**src/rtl/wdt_ctrl.sv**
```systemverilog
// wdt_ctrl: watchdog sequencer driving an external 32-bit up-counter primitive.
//   clk_i, rst_ni            clock, asynchronous active-low reset
//   cfg_enable_i             level; arms the watchdog while high
//   cfg_timeout_i/cfg_warn_i expiry / pre-warning thresholds, captured on arm
//   cfg_lock_i               pulse; blocks disable while running
//   kick_i, kick_key_i       kick strobe and its key
//   counter_value_i          registered count from the counter primitive
//   cnt_enable_o/cnt_clear_o counter increment enable / load strobe
//   cnt_init_o               counter load value (always 0)
//   irq_warn_o               one-cycle pre-warning pulse
//   wdt_rst_req_o            reset request, held RST_CYCLES cycles on expiry
//   cfg_err_o, locked_o      sticky config error, lock status
//   state_o, expire_cnt_o    FSM state, saturating expiry count
module wdt_ctrl #(
   parameter logic [31:0] KICK_KEY   = 32'h5AFE_C0DE,
   parameter int unsigned RST_CYCLES = 16
) (
   input  logic        clk_i,
   input  logic        rst_ni,
   input  logic        cfg_enable_i,
   input  logic [31:0] cfg_timeout_i,
   input  logic [31:0] cfg_warn_i,
   input  logic        cfg_lock_i,
   input  logic        kick_i,
   input  logic [31:0] kick_key_i,
   input  logic [31:0] counter_value_i,
   output logic        cnt_enable_o,
   output logic        cnt_clear_o,
   output logic [31:0] cnt_init_o,
   output logic        irq_warn_o,
   output logic        wdt_rst_req_o,
   output logic        cfg_err_o,
   output logic        locked_o,
   output logic [1:0]  state_o,
   output logic [7:0]  expire_cnt_o
);
   typedef enum logic [1:0] {IDLE = 2'd0, RUN = 2'd1, WARN = 2'd2, EXPIRED = 2'd3} state_e;

   localparam logic [7:0] RST_LAST = 8'(RST_CYCLES - 1);

   state_e      state_q, state_d;
   logic [31:0] warn_q, timeout_q;
   logic [7:0]  rst_cnt_q, expire_cnt_q;
   logic        cfg_err_q, locked_q, irq_q;
   logic        kick_ok, kick_bad, cfg_ok, disable_req, arm, enter_exp;

   assign kick_ok     = kick_i && kick_key_i == KICK_KEY;
   assign kick_bad    = kick_i && !kick_ok;
   assign cfg_ok      = cfg_timeout_i != '0 && cfg_warn_i < cfg_timeout_i;
   assign disable_req = !cfg_enable_i && !locked_q;
   assign arm         = state_q == IDLE && cfg_enable_i && cfg_ok;
   assign enter_exp   = state_d == EXPIRED && state_q != EXPIRED;

   // Priority while running: bad kick, unlocked disable, good kick, threshold.
   always_comb begin
      state_d      = state_q;
      cnt_enable_o = 1'b0;
      cnt_clear_o  = 1'b1;
      case (state_q)
         IDLE:    state_d = arm ? RUN : IDLE;
         RUN, WARN: begin
            cnt_enable_o = 1'b1;
            cnt_clear_o  = kick_ok;
            if (kick_bad)
               state_d = EXPIRED;
            else if (disable_req)
               state_d = IDLE;
            else if (kick_ok)
               state_d = RUN;
            else if (state_q == RUN && counter_value_i >= warn_q)
               state_d = WARN;
            else if (state_q == WARN && counter_value_i >= timeout_q)
               state_d = EXPIRED;
         end
         EXPIRED: state_d = rst_cnt_q == RST_LAST ? IDLE : EXPIRED;
      endcase
   end

   always_ff @(posedge clk_i or negedge rst_ni) begin
      if (!rst_ni) begin
         state_q      <= IDLE;
         warn_q       <= '0;
         timeout_q    <= '0;
         rst_cnt_q    <= '0;
         expire_cnt_q <= '0;
         cfg_err_q    <= 1'b0;
         locked_q     <= 1'b0;
         irq_q        <= 1'b0;
      end else begin
         state_q   <= state_d;
         irq_q     <= state_d == WARN && state_q != WARN;
         rst_cnt_q <= state_q == EXPIRED && state_d == EXPIRED ? rst_cnt_q + 8'd1 : '0;
         if (arm) begin
            warn_q    <= cfg_warn_i;
            timeout_q <= cfg_timeout_i;
         end
         if (state_q == IDLE)
            cfg_err_q <= cfg_enable_i ? cfg_err_q | !cfg_ok : 1'b0;
         // Expiry releases the lock even if a lock pulse arrives the same cycle.
         if (enter_exp) begin
            locked_q     <= 1'b0;
            expire_cnt_q <= expire_cnt_q == 8'hFF ? expire_cnt_q : expire_cnt_q + 8'd1;
         end else if ((state_q == RUN || state_q == WARN) && cfg_lock_i) begin
            locked_q <= 1'b1;
         end
      end
   end

   assign cnt_init_o    = '0;
   assign irq_warn_o    = irq_q;
   assign wdt_rst_req_o = state_q == EXPIRED;
   assign cfg_err_o     = cfg_err_q;
   assign locked_o      = locked_q;
   assign state_o       = state_q;
   assign expire_cnt_o  = expire_cnt_q;
endmodule

```
**config.mk**
```make
export PLATFORM = sky130hd
export DESIGN_NAME = wdt_ctrl
export DESIGN_NICKNAME = d
export VERILOG_FILES = /design/src/rtl/wdt_ctrl.sv
export SDC_FILE = /design/constraint.sdc
export NUM_CORES = 1
export LEC_CHECK = 0
export CAP_MARGIN = 20
export CORE_ASPECT_RATIO = 1.4
export CORE_MARGIN = 2
export CORE_UTILIZATION = 40
export DETAILED_ROUTE_END_ITERATION = 12
export PLACE_DENSITY = 0.81
export SYNTH_ARGS = -nofsm -noshare
export SYNTH_HDL_FRONTEND = slang
export SYNTH_SLANG_ARGS = --single-unit
```
**constraint.sdc**
```tcl
create_clock -name clk_i -period 2.7 [get_ports clk_i]
set_input_delay 0.405 -clock clk_i [delete_from_list [all_inputs] [get_ports clk_i]]
set_output_delay 0.405 -clock clk_i [all_outputs]
set_load 0.005 [all_outputs]
```
==> results of run 1 <==
worst reg2reg max path, stage by stage (launching register included):
cell and delay, ps:
dfrtp_1 340, inv_2 60, ha_4 260, nand4_1 180
nor2_2 200, or4b_1 440, nand4b_1 160, a21oi_2 90
a211o_1 300, or4b_4 490, mux2_4 300
cell usage after synthesis (all sizes together) (3+ instances only):
library cell,count,share of area (%)
inv,101,6.1
nand2,32,1.9
o211ai,5,0.60
nor2,16,0.96
and4,3,0.42
a21o,17,2.0
mux2,36,6.5
o21a,5,0.60
xnor2,8,1.1
nor3,14,1.1
nand3,10,0.80
ha,102,20
and4b,3,0.48
o21ai,13,1.0
a2111oi,3,0.52
nor4b,3,0.42
dfrtp,85,34
buf,38,4.3
nand2b,5,0.62
or4,3,0.36
xor2,3,0.42
nor4,10,1.0
a31oi,3,0.40
nand4,20,2.0
a21oi,37,3.0
mux2i,31,5.0
nand3b,4,0.48
power groups by stage:
stage,sequential [uW],clock (uW),combinational (uW)
floorplan,2020,0,2040
global placement,2060,0,3230
detailed placement,2080,0,3370
CTS,2060,1360,3970
global route,2140,1420,4700
finish,2080,1330,4300
what timing repair did:
| action | in CTS | in global routing |
|---|---|---|
| gates cloned | 5 | 0 |
| pin swaps | 60 | 47 |
| setup endpoints to repair | 83 | 62 |
| setup buffers | 21 | 10 |
| gates resized for setup | 117 | 95 |
worst paths after layout:
path	start	endpoint	slack [ps]
min reg2reg	rst_cnt_q[0]	rst_cnt_q[0]	470
max	timeout_q[14]	expire_cnt_o[4]	-230
max in group asynchronous	rst_ni	warn_q[25]	2080
min	rst_ni	timeout_q[6]	-8
min in group clk_i	cfg_warn_i[18]	warn_q[18]	360
max reg2reg	timeout_q[14]	expire_cnt_o[4]	-230
sequential cells by signal (all words and copies together) (netlist names):
register / cells
warn_q: 32
locked_o: 1
irq_warn_o: 1
expire_cnt_o: 8
rst_cnt_q: 8
cfg_err_o: 1
timeout_q: 32
state_o: 2
layer usage:
metal	share of wire (%)	routed length [um]
met1	37	7260
met2	54	10600
met3	4.8	938
met4	3.5	692
met5	0	0
cells by family after synthesis:
group | after synthesis | share of synthesized area [%]
other | 1 | 0.0600
AND/OR/NAND/NOR | 134 | 12.2
buffers and inverters | 142 | 10.6
flip-flops | 85 | 34.0
AO/OA/AOI/OAI | 94 | 9.71
adder cells (fa/ha/maj) | 102 | 20.4
multiplexers | 67 | 11.5
XOR/XNOR | 11 | 1.54
final cells by class:
cell class                 instances  area, sq um  share of cell area [%]
inverter                         102          390                    3.89
antenna                            1         2.50                  0.0249
clock inverter                     7         90.1                   0.897
tap                              196          245                    2.44
multi-input combinational        440         4240                    42.3
timing repair buffer             286         2720                    27.1
clock buffer                       9          225                    2.24
sequential                        85         2130                    21.2
stage by stage:
| step | setup slack [ps] | utilization [%] | instance area [sq um] | std cells | TNS (ps) |
|---|---|---|---|---|---|
| after floorplan | -152 | - | 6410 | 667 | -152 |
| after global placement | -823 | 56.2 | 8700 | 1076 | -45210 |
| after detailed placement | -862 | 56.2 | 8700 | 1076 | -47810 |
| after CTS | -191 | 62.1 | 9600 | 1118 | -543 |
| after global routing | -296 | 64.9 | 10000 | 1126 | -1140 |
| final | -226 | 64.9 | 10000 | 1126 | -394 |
==> run metrics, run 1 <==
cells on worst reg2reg path=10; RD Place Congestion=just under 0.9; Remaining DRCs=0; Post-synth EDFFs=0; vias in the first global route=~6300; setup ws final=-226 ps; yosys warns=0; M3 GR Usage=around 4.7%; gr busiest metal=met2; clk slew on worst S/H paths=approximately 70 ps; FP Rows=54; final setup fails=4; post-DP HPWL=roughly 14000 um; Distinct cells, synth=52; fin crit share=108%; # fillers=roughly 1100; max_slew headroom=between 60% and 70%; Worst path slowest cell=or4b_4; clock share of power=approximately 17%; CP cell instances=inv_2 -> ha_4 -> nand4_1 -> nor2_2 -> or4b_1 -> nand4b_1 -> a21oi_2 -> a211o_1 -> or4b_4 -> mux2_4; largest net degree at the start of global routing=37; Leak Pwr=about 0.005 uW; Avg WL per Cell=17.3 um; Slew Viols, Final=0; async set-reset flop share out of synthesis=100%; initial antenna violation count=1; ANT nets after route=0; Max Cap Viol=0; Synth Cell Area=approximately 6300 sq um; GRT met1 Usage=25.3%; Sw Ratio=between 30% and 40%; required time of the critical path=2930 ps; Reg power frac=a little over a quarter; combinational power share=~56%; # clock sinks=between 80 and 90; flops & latches, synth=85; CP peak stage delay=roughly 500 ps; core area=approximately 15000 sq um; Routed WL=around 20000 um; wire length of the first global-routing pass=approximately 30000 um; via count=around 5800; Seq/Total Area, Yosys=34.0%; grt ovf=0; I/O pin total=between 150 and 200; nets=1159; met2 Track Usage GR=between 40% and 50%; failing checks=negative hold slack, negative setup slack; Pwr Total=7710 uW; minimum clock period=2930 ps; Psw=roughly 2700 uW; Mapped Cells=roughly 640; Die Span Y=approximately 150 um; critical path startpoint category=flip-flop; H-tree levels=3; routed vias/inst=between 5 and 6; Area Overhead vs Synth=60.6%; drt first-iter violations=190; Worst Setup Path Type=reg2reg; clock buffer count from CTS=9; pwr dens=between 700 and 800 nW/um^2; Worst-Margin Slew=just over 500 ps; Port Buf Inserts=148; Max VDD drop=0.356 mV; Starting Density=40.4%; worst-skew pair later-pin latency=around 340 ps; min-delay worst type=in2async; Crit. path cell count=10; first drt pass iteration count=4; DIE AREA=between 15000 and 20000 sq um; max frequency=~0.34 GHz; Crit path max-delay family=simple AND/OR/NAND/NOR gates; status=complete, but fails checks; syn_area_per_cell=approximately 9.8 sq um; layout cells sized above 1=roughly a third; Final Hold Vio Count=5; clk buf depth=2; Die Width=around 110 um; CTS tree=done; leading cell type in the layout, fill and taps excluded=buf_4; hold buffers post-CTS=0; CP endpoint kind=flip-flop; Top FF cell, synth=dfrtp_1; RSZ-0062 raised after global routing=true; CP max FO=2; Int Power=~5000 uW; CP arrival=approximately 3200 ps; overall routing resource usage=between 20% and 30%; leading cell types in the layout, fill and taps excluded=buf_4 (122), dfrtp_1 (85), inv_1 (75), clkdlybuf4s50_1 (73), ha_1 (65); CP Buf/Inv Count=1; Clock Skews=6.65 ps; WHS=-8.24 ps; Root Buffer=clkbuf_16
Note: power is estimated with default switching activity, not from simulation.
==> run 2: changes to the inputs <==
Settings changed: PLACE_DENSITY 0.81 to 0.78, SETUP_SLACK_MARGIN set to 0.5.
Clock period 2.7 ns to 3.1 ns, I/O delays scaled along.
==> run metrics, run 2 (synthesis gave the netlist of run 1 again) <==
status=complete, no violations (was complete, but fails checks); Critical R2R Capture=expire_cnt_o[4] (unchanged); CP arrival=3150 ps (was 3160 ps); Avg WL per Cell=17.3 um (about the same); leading cell types in the layout, fill and taps excluded=buf_4 (99), dfrtp_1 (85), inv_1 (79), ha_1 (65), clkdlybuf4s50_1 (55) (was buf_4 (122), dfrtp_1 (85), inv_1 (75), clkdlybuf4s50_1 (73), ha_1 (65)); Int Power=4330 uW (was 4990 uW); Worst Setup Path Type=reg2reg (unchanged); combinational power share=54.9% (was 55.7%); setup slack, reg-to-reg=170 ps (was -230 ps); post-DP HPWL=13800 um (was 14100 um); # diodes=0 (was 1); pwr dens=671 nW/um^2 (was 768 nW/um^2); core area=15500 sq um (unchanged); clock buffer count from CTS=9 (unchanged); Clock Skews=10.1 ps (was 6.65 ps); largest net degree at the start of global routing=46 (was 37); Starting Density=40.4% (unchanged); setup TNS=0 ps (was -394 ps); wire length of the first global-routing pass=29200 um (was 30300 um); critical path startpoint category=flip-flop (unchanged); FF-to-FF Start=timeout_q[14] (unchanged); ANT nets after route=0 (unchanged); placed instance count=1038 (was 1076); Die Span Y=152 um (unchanged); Port Buf Inserts=148 (unchanged); storage element area=2130 sq um (unchanged); FP Rows=54 (unchanged); routed vias/inst=5.18 (was 5.17); DIE AREA=16700 sq um (unchanged); Die Width=110 um (unchanged); Max VDD drop=0.484 mV (was 0.356 mV); hold buffers post-CTS=0 (unchanged); clk buf depth=2 (unchanged); first drt pass iteration count=4 (unchanged); grt ovf=0 (unchanged); Root Buffer=clkbuf_16 (unchanged); Reg power frac=27.2% (was 27.0%); Routed WL=19100 um (was 19500 um); CP max FO=2 (unchanged); # clock sinks=85 (unchanged); via count=5730 (was 5823); # fillers=1182 (was 1125); CP endpoint kind=flip-flop (unchanged); WHS=142 ps (was -8.24 ps); Worst-Margin Slew=624 ps (was 508 ps); max frequency=0.342 GHz (about the same); leading cell type in the layout, fill and taps excluded=buf_4 (unchanged); Sw Ratio=35.3% (about the same); multi-input gate area in the final layout=4390 sq um (was 4240 sq um); layout cells sized above 1=32.9% (was 32.4%); final setup fails=0 (was 4); Final Hold Vio Count=0 (was 5); Final Non-Filler Cells=1107 (was 1126); fin crit share=94.4% (was 108%); Psw=2360 uW (was 2720 uW); final core occ=64.5% (was 64.9%); Leak Pwr=0.00491 uW (was 0.00497 uW); I/O pin total=181 (unchanged); Largest regs=timeout_q (32), warn_q (32) (unchanged); clock share of power=17.9% (was 17.3%); Max Cap Viol=0 (unchanged); worst-skew pair later-pin latency=340 ps (about the same); overall routing resource usage=22.6% (was 23.5%); Crit. Startpoint=timeout_q[14] (unchanged); clk slew on worst S/H paths=60 ps (was 70 ps); min-delay worst type=in2async (unchanged); H-tree levels=3 (unchanged); CTS tree=done (unchanged); Slew Viols, Final=0 (unchanged); RD Place Congestion=0.821 (was 0.865); vias in the first global route=6080 (was 6295); max_slew headroom=58.4% (was 66.0%); initial antenna violation count=0 (was 1); nets=1141 (was 1159); RSZ-0062 raised after global routing=true (unchanged); drt first-iter violations=228 (was 190); Remaining DRCs=0 (unchanged); cells on worst reg2reg path=10 (unchanged); required time of the critical path=3320 ps (was 2930 ps); minimum clock period=2930 ps (about the same); Area Overhead vs Synth=59.6% (was 60.6%)
==> run 2: worst max path at each step <==
stage	slack (ps)	end	cells after the start
floorplan	190	expire_cnt_o[4]	10
global placement	-480	expire_cnt_o[4]	12
detailed placement	-500	expire_cnt_o[4]	12
CTS	120	expire_cnt_o[4]	9
global route	80	expire_cnt_o[4]	10
finish	170	expire_cnt_o[4]	10
==> run 2: final cells by class <==
class	instances	share of cell area (%)
inverters	102	3.96
well taps	196	2.46
flip-flops and latches	85	21.3
clock inverters	3	0.677
clock buffers	13	2.61
repair buffers	267	25.0
multi-input cells	441	44.0
==> run 2: critical path, stage by stage, from the launching register on <==
cell and delay [ps]:
dfrtp_1 340, inv_2 50, ha_4 260, nand4_1 180, nor2_2 170, or4b_4 470, nand4b_1 150, a21oi_2 80
a211o_1 320, or4b_4 500, mux2_4 300
==> run 2: through the flow <==
stage	total power, uW	area, sq um	worst slack, ps
final	6700	9980	174
after global routing	7170	9980	76.9
after CTS	6310	9440	115
after detailed placement	4620	8420	-503
after global placement	4500	8420	-485
after floorplan	3560	6460	194
==> run 2: repair_timing <==
action / in CTS / in global routing
cloned: 5 / 1
endpoints found under the setup margin: 85 / 78
setup buffers: 31 / 16
pin swaps: 62 / 45
resized for setup: 169 / 105
==> run 2: routing by layer <==
metal	global-route usage, %	share of wire, %	wire, um
met2	41.1	54	10300
met3	3.60	4.7	894
met4	9.83	3.5	661
met5	0	0	0
met1	25.4	38	7320
==> run 2: power by group through the flow <==
stage	combinational, uW	clock, uW	sequential [uW]
after floorplan	1810	0	1760
after global placement	2700	0	1800
after detailed placement	2800	0	1820
after CTS	3290	1210	1810
after global routing	4040	1260	1870
final	3670	1200	1820
